<file path="src/rtl/fifo_read_skid_adapter_pkg.sv">
// Shared defaults for the FIFO read-side skid adapter and its handshake interface.
package fifo_read_skid_adapter_pkg;
    localparam int DEF_DATA_WIDTH  = 32;
    localparam int DEF_COUNT_WIDTH = 16;
endpackage

</file>
<file path="src/rtl/fifo_read_skid_adapter_if.sv">
// FIFO read port plus downstream valid/ready stream seen by the skid adapter.
interface fifo_read_skid_adapter_if
    import fifo_read_skid_adapter_pkg::*;
#(
    parameter int DATA_WIDTH = DEF_DATA_WIDTH
);
    logic                  fifo_valid;
    logic [DATA_WIDTH-1:0] fifo_data;
    logic                  fifo_pop;
    logic                  out_valid;
    logic [DATA_WIDTH-1:0] out_data;
    logic                  out_ready;

    // master = adapter side, slave = FIFO/consumer environment side
    modport master (
        input  fifo_valid, fifo_data, out_ready,
        output fifo_pop, out_valid, out_data
    );
    modport slave (
        output fifo_valid, fifo_data, out_ready,
        input  fifo_pop, out_valid, out_data
    );
endinterface

</file>
<file path="src/rtl/fifo_read_skid_adapter.sv">
// Drains a valid/pop FIFO into a registered valid/ready stream through a main+skid
// register pair; a flush FSM discards buffered entries and empties the FIFO.
module fifo_read_skid_adapter
    import fifo_read_skid_adapter_pkg::*;
#(
    parameter int DATA_WIDTH  = DEF_DATA_WIDTH,
    parameter int COUNT_WIDTH = DEF_COUNT_WIDTH
) (
    input  logic                   clk,
    input  logic                   rst,
    fifo_read_skid_adapter_if.master bus,
    input  logic                   flush,
    output logic                   flush_busy,
    output logic [COUNT_WIDTH-1:0] delivered_count
);

    typedef enum logic {IDLE, DRAIN} state_t;

    state_t                state;
    state_t                state_nxt;
    logic                  main_valid;
    logic                  skid_valid;
    logic [DATA_WIDTH-1:0] main_data;
    logic [DATA_WIDTH-1:0] skid_data;
    logic                  pop;
    logic                  handshake;
    logic                  idle_run;
    logic                  load_main_fifo;
    logic                  load_skid;
    logic                  load_main_skid;

    // Pop depends only on registered state and FIFO status, never on out_ready.
    always_comb begin
        state_nxt = state;
        pop       = 1'b0;
        case (state)
            IDLE: begin
                pop = bus.fifo_valid & ~skid_valid & ~flush & ~rst;
                if (flush) state_nxt = DRAIN;
            end
            DRAIN: begin
                pop = bus.fifo_valid & ~rst;
                if (~bus.fifo_valid & ~flush) state_nxt = IDLE;
            end
        endcase
    end

    assign bus.fifo_pop  = pop;
    assign bus.out_valid = main_valid & (state == IDLE);
    assign bus.out_data  = main_data;
    assign flush_busy    = (state == DRAIN);

    assign handshake      = bus.out_valid & bus.out_ready;
    assign idle_run       = (state == IDLE) & ~flush;
    assign load_main_fifo = idle_run & pop & (~main_valid | bus.out_ready);
    assign load_skid      = idle_run & pop & main_valid & ~bus.out_ready;
    assign load_main_skid = idle_run & ~pop & skid_valid & bus.out_ready;

    always_ff @(posedge clk) begin
        if (rst) begin
            state           <= IDLE;
            main_valid      <= 1'b0;
            skid_valid      <= 1'b0;
            delivered_count <= '0;
        end else begin
            state <= state_nxt;
            // A handshake in the flush cycle still counts as delivered.
            if (handshake) delivered_count <= delivered_count + 1'b1;
            if ((state == IDLE) && flush) begin
                main_valid <= 1'b0;
                skid_valid <= 1'b0;
            end else begin
                if (load_main_fifo || load_main_skid) main_valid <= 1'b1;
                else if (handshake)                   main_valid <= 1'b0;
                if (load_skid)           skid_valid <= 1'b1;
                else if (load_main_skid) skid_valid <= 1'b0;
            end
        end
    end

    always_ff @(posedge clk) begin
        if (load_main_fifo)      main_data <= bus.fifo_data;
        else if (load_main_skid) main_data <= skid_data;
        if (load_skid)           skid_data <= bus.fifo_data;
    end

    // Upstream FIFO must never be popped while empty.
    a_pop_needs_valid: assert property (@(posedge clk) disable iff (rst)
        bus.fifo_pop |-> bus.fifo_valid);

endmodule

</file>
<file path="src/flat_wrapper.sv">
// flat-port wrapper written by rule: the top's interface ports become plain ports
module fifo_read_skid_adapter_flat import fifo_read_skid_adapter_pkg::*;
#(
    parameter int DATA_WIDTH  = DEF_DATA_WIDTH,
    parameter int COUNT_WIDTH = DEF_COUNT_WIDTH
)
  (clk, rst, flush, flush_busy, delivered_count, bus_fifo_valid, bus_fifo_data, bus_out_ready, bus_fifo_pop, bus_out_valid, bus_out_data);
  fifo_read_skid_adapter_if #(.DATA_WIDTH(DATA_WIDTH)) bus_i ();
  input  logic clk;
  input  logic rst;
  input  logic flush;
  output logic flush_busy;
  output logic [COUNT_WIDTH-1:0] delivered_count;
  input wire logic [$bits(bus_i.fifo_valid)-1:0] bus_fifo_valid;
  input wire logic [$bits(bus_i.fifo_data)-1:0] bus_fifo_data;
  input wire logic [$bits(bus_i.out_ready)-1:0] bus_out_ready;
  output wire logic [$bits(bus_i.fifo_pop)-1:0] bus_fifo_pop;
  output wire logic [$bits(bus_i.out_valid)-1:0] bus_out_valid;
  output wire logic [$bits(bus_i.out_data)-1:0] bus_out_data;
  assign bus_i.fifo_valid = bus_fifo_valid;
  assign bus_i.fifo_data = bus_fifo_data;
  assign bus_i.out_ready = bus_out_ready;
  assign bus_fifo_pop = bus_i.fifo_pop;
  assign bus_out_valid = bus_i.out_valid;
  assign bus_out_data = bus_i.out_data;
  fifo_read_skid_adapter #(.DATA_WIDTH(DATA_WIDTH), .COUNT_WIDTH(COUNT_WIDTH)) u_core (.clk(clk), .rst(rst), .bus(bus_i), .flush(flush), .flush_busy(flush_busy), .delivered_count(delivered_count));
endmodule
</file>
<file path="config.mk">
export PLATFORM = sky130hd
export DESIGN_NAME = fifo_read_skid_adapter_flat
export DESIGN_NICKNAME = d
export VERILOG_FILES = /design/src/rtl/fifo_read_skid_adapter_pkg.sv /design/src/rtl/fifo_read_skid_adapter_if.sv /design/src/rtl/fifo_read_skid_adapter.sv /design/src/flat_wrapper.sv
export SDC_FILE = /design/constraint.sdc
export NUM_CORES = 1
export LEC_CHECK = 0
export CAP_MARGIN = 10
export CORE_ASPECT_RATIO = 2
export CORE_MARGIN = 4
export CORE_UTILIZATION = 35
export CTS_CLUSTER_DIAMETER = 200
export DETAILED_ROUTE_END_ITERATION = 8
export SKIP_CTS_REPAIR_TIMING = 1
export SYNTH_ARGS = -nofsm -noshare
export SYNTH_HDL_FRONTEND = slang
export SYNTH_SLANG_ARGS = --single-unit
</file>
<file path="constraint.sdc">
create_clock -name clk -period 3.6 [get_ports clk]
set_input_delay 0.36 -clock clk [delete_from_list [all_inputs] [get_ports clk]]
set_output_delay 0.36 -clock clk [all_outputs]
set_load 0.02 [all_outputs]
</file>
==> flow_summary.toml <==
[placement]
dp_hpwl_um = 4640
gp_congestion = 0.726
io_buffer_count = 87
pre_cts_ws_ns = 0.916

[global_route]
grt_overflow = 0
grt_pass1_vias = 2055
track_usage_pct = 12.9
grt_start_max_net_pins = 33
antenna_found_initial = 0
grt_pass1_wl_um = 10200

[clock_network]
cts.clk_slew.worst_paths_ns = 0.06
cts.sinks = 83
cts_root_buf = "clkbuf_16"
insertion_delay_ns = 0.33
cts_buffer_depth = 2
cts_tree = "built"
htreeDepth = 3
cts_made_buffers = 9

[yosys]
syn_nets = 246
netlist_area_um2 = 3230
synth_top_area_share_pct = 59.6
yosysSeqAreaShare_pct = 71.4
yosysTopAreaCell = "edfxtp_1"
asyncSetResetFlopFracSynth_pct = 0
avgSynthCellArea_um2 = 15.5
synth.area.top_cells = "edfxtp_1, dfxtp_1, mux2_2, nor2_1, xnor2_1"
synth_edf_count = 64
synth-seq-cells = 83
ys.flop_type = "edfxtp_1"
synth.distinct_cells = 40
syn_inst = 208
yosys_warnings = 0

[die]
start_util_pct = 35.8
num_rows = 49
die_x_um = 75.9
core-area_um2 = 9010
fp.dieArea_um2 = 10900
fp.dieH_um = 144
ioPinCount = 88

[critical_path]
critPathCaptureType = "register"
path_max_fanout = 32
crit_required_ns = 3.68
worst_setup_path_start_kind = "input pin"
crit_arrival_ns = 2.39
critPathKind = "input pin to register"
reg2regPathDepth = 3

[timing]
drv_slew = 0
tightest_slew_ns = 0.766
clock_skew_ns = 0.00777
tns_ns = 0
grt_setup_unrepaired = "no"
fin_crit_sh_pct = 64.2
period_minus_slack_ns = 2.31
hold_violations = 0
layout_setup_ws_ns = 1.29
max_freq_mhz = 433
setup_viol = 0
relSlewSlack_pct = 49.0

[pwr]
ir_drop_uv = 230
combPwrFrac_pct = 5.3
p_int_uw = 1710
cellPowerDensity_nw_per_um2 = 469
static-leakage-power_uw = 0.00152
seqPwrFrac_pct = 48.8
p_sw_uw = 422
swShare_pct = 19.7
pwr-share-clk_pct = 45.9

[final_layout]
nets = 340
antenna_cells = 0
area_growth_pct = 41.2
nFillCells = 777
layout-drive-gt1-share_pct = 18.9

[routing]
drt_wl_total_um = 6560
vias = 1976
vias_per_cell = 4.83
drt_iter0_markers = 147
wl_per_cell_um = 16.0
drt_first_pass_iters = 4
ant_nets = 0
drc = 0

[outcome]
status = "completed"

[flow_run]
cap_violations = 0

[hold_path]
whs_path_depth = 1
holdCritPathClass = "register to register"
==> critical path, stage by stage <==
cell,delay [ns]
clkdlybuf4s50_1,0.39
buf_4,0.20
nand2b_1,0.17
nand3b_1,0.28
a21oi_4,0.18
buf_4,0.40
mux2_2,0.39
==> Yosys cell counts (all sizes together) (2+ instances only) <==
cell type  number
edfxtp         64
a21oi           6
nor2           21
nand3b          2
or4             2
mux2           33
clkbuf          2
inv             4
nand2           6
nor2b           2
nor3b           2
dfxtp          19
xnor2           6
and3            2
nand4           5
buf             5
xor2            5
nor3            3
o21ai           2
nand3           3
==> worst paths after layout <==
check                                               startpoint  slack, ns                           endpoint
worst min register to register  u_core.skid_valid$_SDFFE_PP0P_       0.50     u_core.skid_valid$_SDFFE_PP0P_
worst max register to register    u_core.flush_busy$_SDFF_PP0_       1.64  u_core.bus.out_data[26]$_DFFE_PP_
worst max-delay path                                       rst       1.29  u_core.bus.out_data[26]$_DFFE_PP_
worst min-delay path            u_core.skid_valid$_SDFFE_PP0P_       0.50     u_core.skid_valid$_SDFFE_PP0P_
==> layout make-up <==
cell class	count	area, µm²	area share (%)
Inverter	4	15.0	0.330
Clock buffer	9	225	4.95
Sequential cell	83	2300	50.5
Multi-Input combinational cell	114	890	19.5
Clock inverter	7	101	2.23
Tap cell	102	128	2.80
Timing Repair Buffer	90	893	19.6
==> logic make-up (layout without fill, tap and decap cells) <==
kind of cell             Yosys count  count (layout)  synth area share (%)
AO/OA/AOI/OAI                     11              11                  2.09
XOR/XNOR                          11              11                  2.99
adder cells (fa/ha/maj)            1               1                 0.388
buffers and inverters             11             110                  1.63
flip-flops                        83              83                  71.4
multiplexers                      34              34                  11.8
AND/OR/NAND/NOR                   57              57                  9.70
==> placed cells by master, fill, tap and decap left out, types with 4 or more instances in the layout <==
cell type	netlist	routed
dfxtp_1	19	19
edfxtp_1	64	64
inv_1	4	4
clkbuf_16	0	9
xor2_1	5	5
mux2_2	33	33
nand4_1	5	5
a21oi_1	5	5
xnor2_1	6	6
clkdlybuf4s50_1	0	87
nor2_1	21	21
nand2_1	5	5
==> stage by stage <==
| stage | utilization, % | instance area, µm² | hold WS (ns) | std cells | total power (µW) |
|---|---|---|---|---|---|
| 6_report | 50.5 | 4550 | 0.496 | 409 | 2140 |
| 5_1_grt | 50.5 | 4550 | 0.518 | 409 | 2220 |
| 4_1_cts | 50.5 | 4550 | 0.503 | 409 | 2170 |
| 3_5_place_dp | 46.9 | 4230 | 0.490 | 393 | 1180 |
| 3_3_place_gp | 46.9 | 4230 | 0.484 | 393 | 1180 |
| 2_1_floorplan | - | 3230 | 0.455 | 208 | 1100 |
==> registers in the layout (all words and copies together), names as in the netlist <==
name and flops:
u_core.bus.out_data 32, u_core.delivered_count 16, u_core.flush_busy 1, u_core.main_valid 1, u_core.skid_data 32, u_core.skid_valid 1
==> routing by layer <==
layer	share of wire [%]	GRT usage, %	wire length [µm]
met4	2.1	6.08	135
met3	6.8	4.55	448
met2	53	21.2	3470
met5	0	0	0
met1	38	14.5	2510
==> power groups by stage <==
| stage | logic, µW | clock network [µW] | registers [µW] |
|---|---|---|---|
| floorplan | 30.4 | 0 | 1070 |
| global placement | 113 | 0 | 1060 |
| detailed placement | 114 | 0 | 1060 |
| CTS | 115 | 1010 | 1040 |
| global route | 121 | 1050 | 1040 |
| finish | 112 | 981 | 1040 |
Note: power is estimated with default switching activity, not from simulation.
==> variant 1, RTL diff (config.mk and constraints unchanged) <==
The package constant `DEF_DATA_WIDTH` goes from 32 to 64.
--- a/src/rtl/fifo_read_skid_adapter_pkg.sv
+++ b/src/rtl/fifo_read_skid_adapter_pkg.sv
@@ -2,3 +2,3 @@
 package fifo_read_skid_adapter_pkg;
-    localparam int DEF_DATA_WIDTH  = 32;
+    localparam int DEF_DATA_WIDTH  = 64;
     localparam int DEF_COUNT_WIDTH = 16;
Interface: changed (resized bus_fifo_data and bus_out_data); port bits go from 88 to 152. No check against the original RTL was run, so the function may have changed too.
==> variant 1 against the unedited design <==
Die area rose by 65%. Sequential cell count up 64. Setup slack better by 0.022 ns. Synthesized area is 72% higher. Final cell count is 68% higher. Clock skew decreased by 0.0011 ns. Register-to-register slack worse by 0.02 ns. Critical path depth unchanged. Power increased by 86%. Via count grew 63%. Routed wire length rose by 93%. Final area is 75% higher. Sequential power increased by 80%. Highest routed layer unchanged.
==> variant 1: results (changes against the unedited design) <==
clk tree area frac - 0.07994 (+0.008234)
CP Max Fanout - 33 (+3.1%)
syn nets - 378 (+54%)
largest net degree at the start of global routing - 37 (+12%)
static leakage - 2.646 nW (+74%)
setup violators final - 0 (unchanged)
clock tree buffer depth - 2 (unchanged)
Iter 0 DRT Violations - 99 (-33%)
NonClk Buf Share - 0.1983 (+0.002115)
non-clock inverter total of the final layout - 4 (unchanged)
vias in the first global route - 3452 (+68%)
Skew-Pair Late Insertion Delay - 0.40 ns (+0.07 ns)
number of nets in the layout - 544 (+60%)
CP max stage cell - buf_4
ANT cells - 1 (+1)
via count - 3223 (+63%)
first-pass GRT wire length - 19.22 mm (+88%)
Unique masters post-synth - 38 (-5.0%)
fraction of layout cells with a size suffix above 1 - 0.2177 (+0.02873)
HP Class - reg2reg
GPL Wtd Cong - 0.7863 (+8.3%)
DR WL/cell - 18.48 um (+15%)
Synth area leaders - edfxtp_1 (69%), mux2_2 (13%), dfxtp_1 (6.9%)
Initial DRT Pass Iterations - 4 (unchanged)
register area - 4224 um^2 (+83%)
clock buffer count - 21 (+12)
yosys synthesis warning count - 0 (unchanged)
multi-input gates - 146 (+28%)
Max IR drop VDD - 0.2791 mV (+22%)
CTS Buf Count - 17 (+8)
PortBufs - 151 (+74%)
Max-slew headroom - 0.6611 (+0.1714)
CTS clk-pin slew, worst paths - 0.06 ns (about the same)
CTS Sinks - 147 (+77%)
status - finished clean
Plain + repair buffers - 158 (+76%)
dpl cells - 653 (+66%)
Worst EP arrival - 2.45 ns (+0.06 ns)
Synth Instances - 308 (+48%)
register area share after synthesis - 0.7633 (+0.04955)
Routed WL - 12.67 mm (+93%)
footprint of the multi-input gates - 1250 um^2 (+41%)
htree depth - 4 (+1)
number of synthesized flops with an enable pin - 128 (+100%)
Setup Skew - 0.006652 ns (-0.001117 ns)
Crit path max-delay family - buffers and inverters
gr usage total - 0.1399 (+0.01107)
fill count - 1318 (+70%)
fraction of registers with async set/reset - 0 (unchanged)
Post-synth top cells - edfxtp_1 (128), mux2_2 (65), nor2_1 (21)
slowest stage delay, CP - 0.42 ns (+0.02 ns)
Post-DP HPWL - 8.884 mm (+91%)
initial antenna violation count - 1 (+1)
-- variant 1: cell count changes after synthesis, sizes merged --
cell	change
buf	+4
edfxtp	+64
mux2	+32
-- variant 1: cell families after synthesis --
group                      Yosys count  synth area share
xor gates and xnor gates            11           0.01741
adders and majority gates            1          0.002261
buffers and inverters               15           0.01537
AOI/OAI and AO/OA                   11           0.01153
muxes                               66            0.1341
DFF                                147            0.7633
and+or+nand+nor                     57           0.05607
-- variant 1: path summary, 6_finish.rpt --
path | from | to | slack, ns | depth (start not counted)
worst max-delay path | rst | u_core.bus.out_data[4] | 1.31 | 7
worst min-delay path | u_core.delivered_count[14] | u_core.delivered_count[14] | 0.52 | 2
worst max register to register | u_core.skid_valid | u_core.bus.out_data[4] | 1.62 | 5
worst min register to register | u_core.delivered_count[14] | u_core.delivered_count[14] | 0.52 | 2
-- variant 1: stage by stage --
stage	instance area, um^2	hold WS (ns)	setup slack [ns]
after CTS	7949	0.5030	1.328
final	7951	0.5185	1.310
after detailed placement	7313	0.4899	0.8860
after floorplan	5545	0.4552	0.7510
after global routing	7951	0.5229	1.181
after global placement	7313	0.4961	0.9479
-- variant 1: layer usage --
layer  GRT usage  wire length [um]  vias to the layer above  part of all wire
met3     0.03901               677                       16             0.053
met5           0                 0                        -                 0
met2      0.2608              7044                      111              0.56
met1      0.1449              4695                     1583              0.37
li1            -                 -                     1513                 -
met4     0.06299               257                        0             0.020
-- variant 1: power breakdown --
part | switching (mW) | leakage (nW) | internal, mW | total (mW)
Sequential | 0.00801 | 1.31 | 1.87 | 1.87
Combinational | 0.0867 | 1.03 | 0.120 | 0.207
Clock | 0.688 | 0.306 | 1.21 | 1.89
-- variant 1: worst min-delay path: cells and delay by family, from the launching register on --
kind | cells | cell delay, ns
compound gates | 2 | 0.12
flops | 1 | 0.34
==> variant 2, RTL diff (config.mk and constraints unchanged) <==
Made on the original files. Make the reset (`rst`) asynchronous in one clocked block.
--- a/src/rtl/fifo_read_skid_adapter.sv
+++ b/src/rtl/fifo_read_skid_adapter.sv
@@ -58,3 +58,3 @@
 
-    always_ff @(posedge clk) begin
+    always_ff @(posedge clk or posedge rst) begin
         if (rst) begin
Check against the original RTL: differs if rst is asserted again (counterexample within 4 cycles, from zero or initial values and one cycle with rst high); with rst held inactive, the same outputs for 10 cycles.
==> variant 2 against the unedited design <==
Clock power down 11%. Hold slack worse by 0.015 ns. Sequential cell count unchanged. Power rose by 1.1%. Setup slack worse by 0.085 ns. Critical path depth is 2 lower. Non-clock buffer count grew 2. Final cell count increased by 2.7%. Global-route usage shrank 0.74 points. Routed wire length decreased by 3.1%. Synthesized area increased by 5.2%. Clock skew is 0.0021 ns lower. Final area increased by 2.9%. Largest cell class unchanged.
==> variant 2: results (changes against the unedited design) <==
status - finished clean
Place WS - 0.8409 ns (-0.07521 ns)
HP Class - reg2reg
RR Startpoint - u_core.flush_busy
dpl cells - 406 (+3.3%)
CP Max Fanout - 12 (-63%)
Synth area leaders - edfxtp_1 (57%), dfrtp_1 (14%), mux2_4 (13%)
Max IR drop VDD - 0.2530 mV (+10%)
CP max stage cell - or4_4
fraction of registers with async set/reset - 0.2289 (+0.2289)
Via density - 4.357 (-9.8%)
Unique masters post-synth - 29 (-28%)
DP Area - 4403 um^2 (+4.1%)
Crit path max-delay family - simple AND/OR/NAND/NOR gates
GPL Wtd Cong - 0.7611 (+4.8%)
Max-slew headroom - 0.4910 (+0.001403)
register area share after synthesis - 0.7062 (-0.007502)
Fin Hold WS - 0.4812 ns (-0.01456 ns)
Worst EP arrival - 2.47 ns (+0.08 ns)
DR WL/cell - 15.14 um (-5.6%)
non-clock inverter total of the final layout - 5 (+1)
GR Util met2 - 0.2053 (-0.006247)
first-pass GRT wire length - 10.63 mm (+3.8%)
final setup margin - 1.203 ns (-0.08492 ns)
Iter 0 DRT Violations - 102 (-31%)
gr usage total - 0.1215 (-0.007381)
Post-DP HPWL - 4.634 mm (-0.16%)
clk tree area frac - 0.06010 (-0.01161)
Reg2Reg Capture Point - u_core.bus.out_data[1]
switching pwr - 0.4644 mW (+10%)
Routed WL - 6.357 mm (-3.1%)
static leakage - 1.729 nW (+14%)
Post-synth top cells - edfxtp_1 (64), mux2_4 (29), dfrtp_1 (19)
hold_sp - u_core.delivered_count[15]
register area - 2397 um^2 (+4.1%)
vias in the first global route - 2026 (-1.4%)
crit path from - flush
number of nets in the layout - 325 (-4.4%)
fraction of layout cells with a size suffix above 1 - 0.2000 (+0.01107)
Plain + repair buffers - 92 (+2.2%)
==> variant 2: cell families after synthesis <==
logic type / Yosys count / synth area share
compound gates: 6 / 0.01069
xor+xnor: 15 / 0.03870
fa+ha+maj: 1 / 0.003685
buf+inv: 11 / 0.03133
flops: 83 / 0.7062
mux: 33 / 0.1415
simple gates: 41 / 0.06782
==> variant 2: per-layer routing <==
metal / vias to the layer above / wire [um]
met5: - / 0
met4: 0 / 128
met3: 10 / 389
met2: 67 / 3341
met1: 867 / 2498
li1: 886 / -
==> variant 2: power by group through the flow <==
stage | Sequential (mW) | Clock, mW | Combinational (mW)
6_report | 1.09 | 0.872 | 0.199
5_1_grt | 1.09 | 0.948 | 0.216
4_1_cts | 1.09 | 0.901 | 0.204
3_5_place_dp | 1.11 | 0 | 0.202
3_3_place_gp | 1.11 | 0 | 0.199
2_1_floorplan | 1.13 | 0 | 0.0700
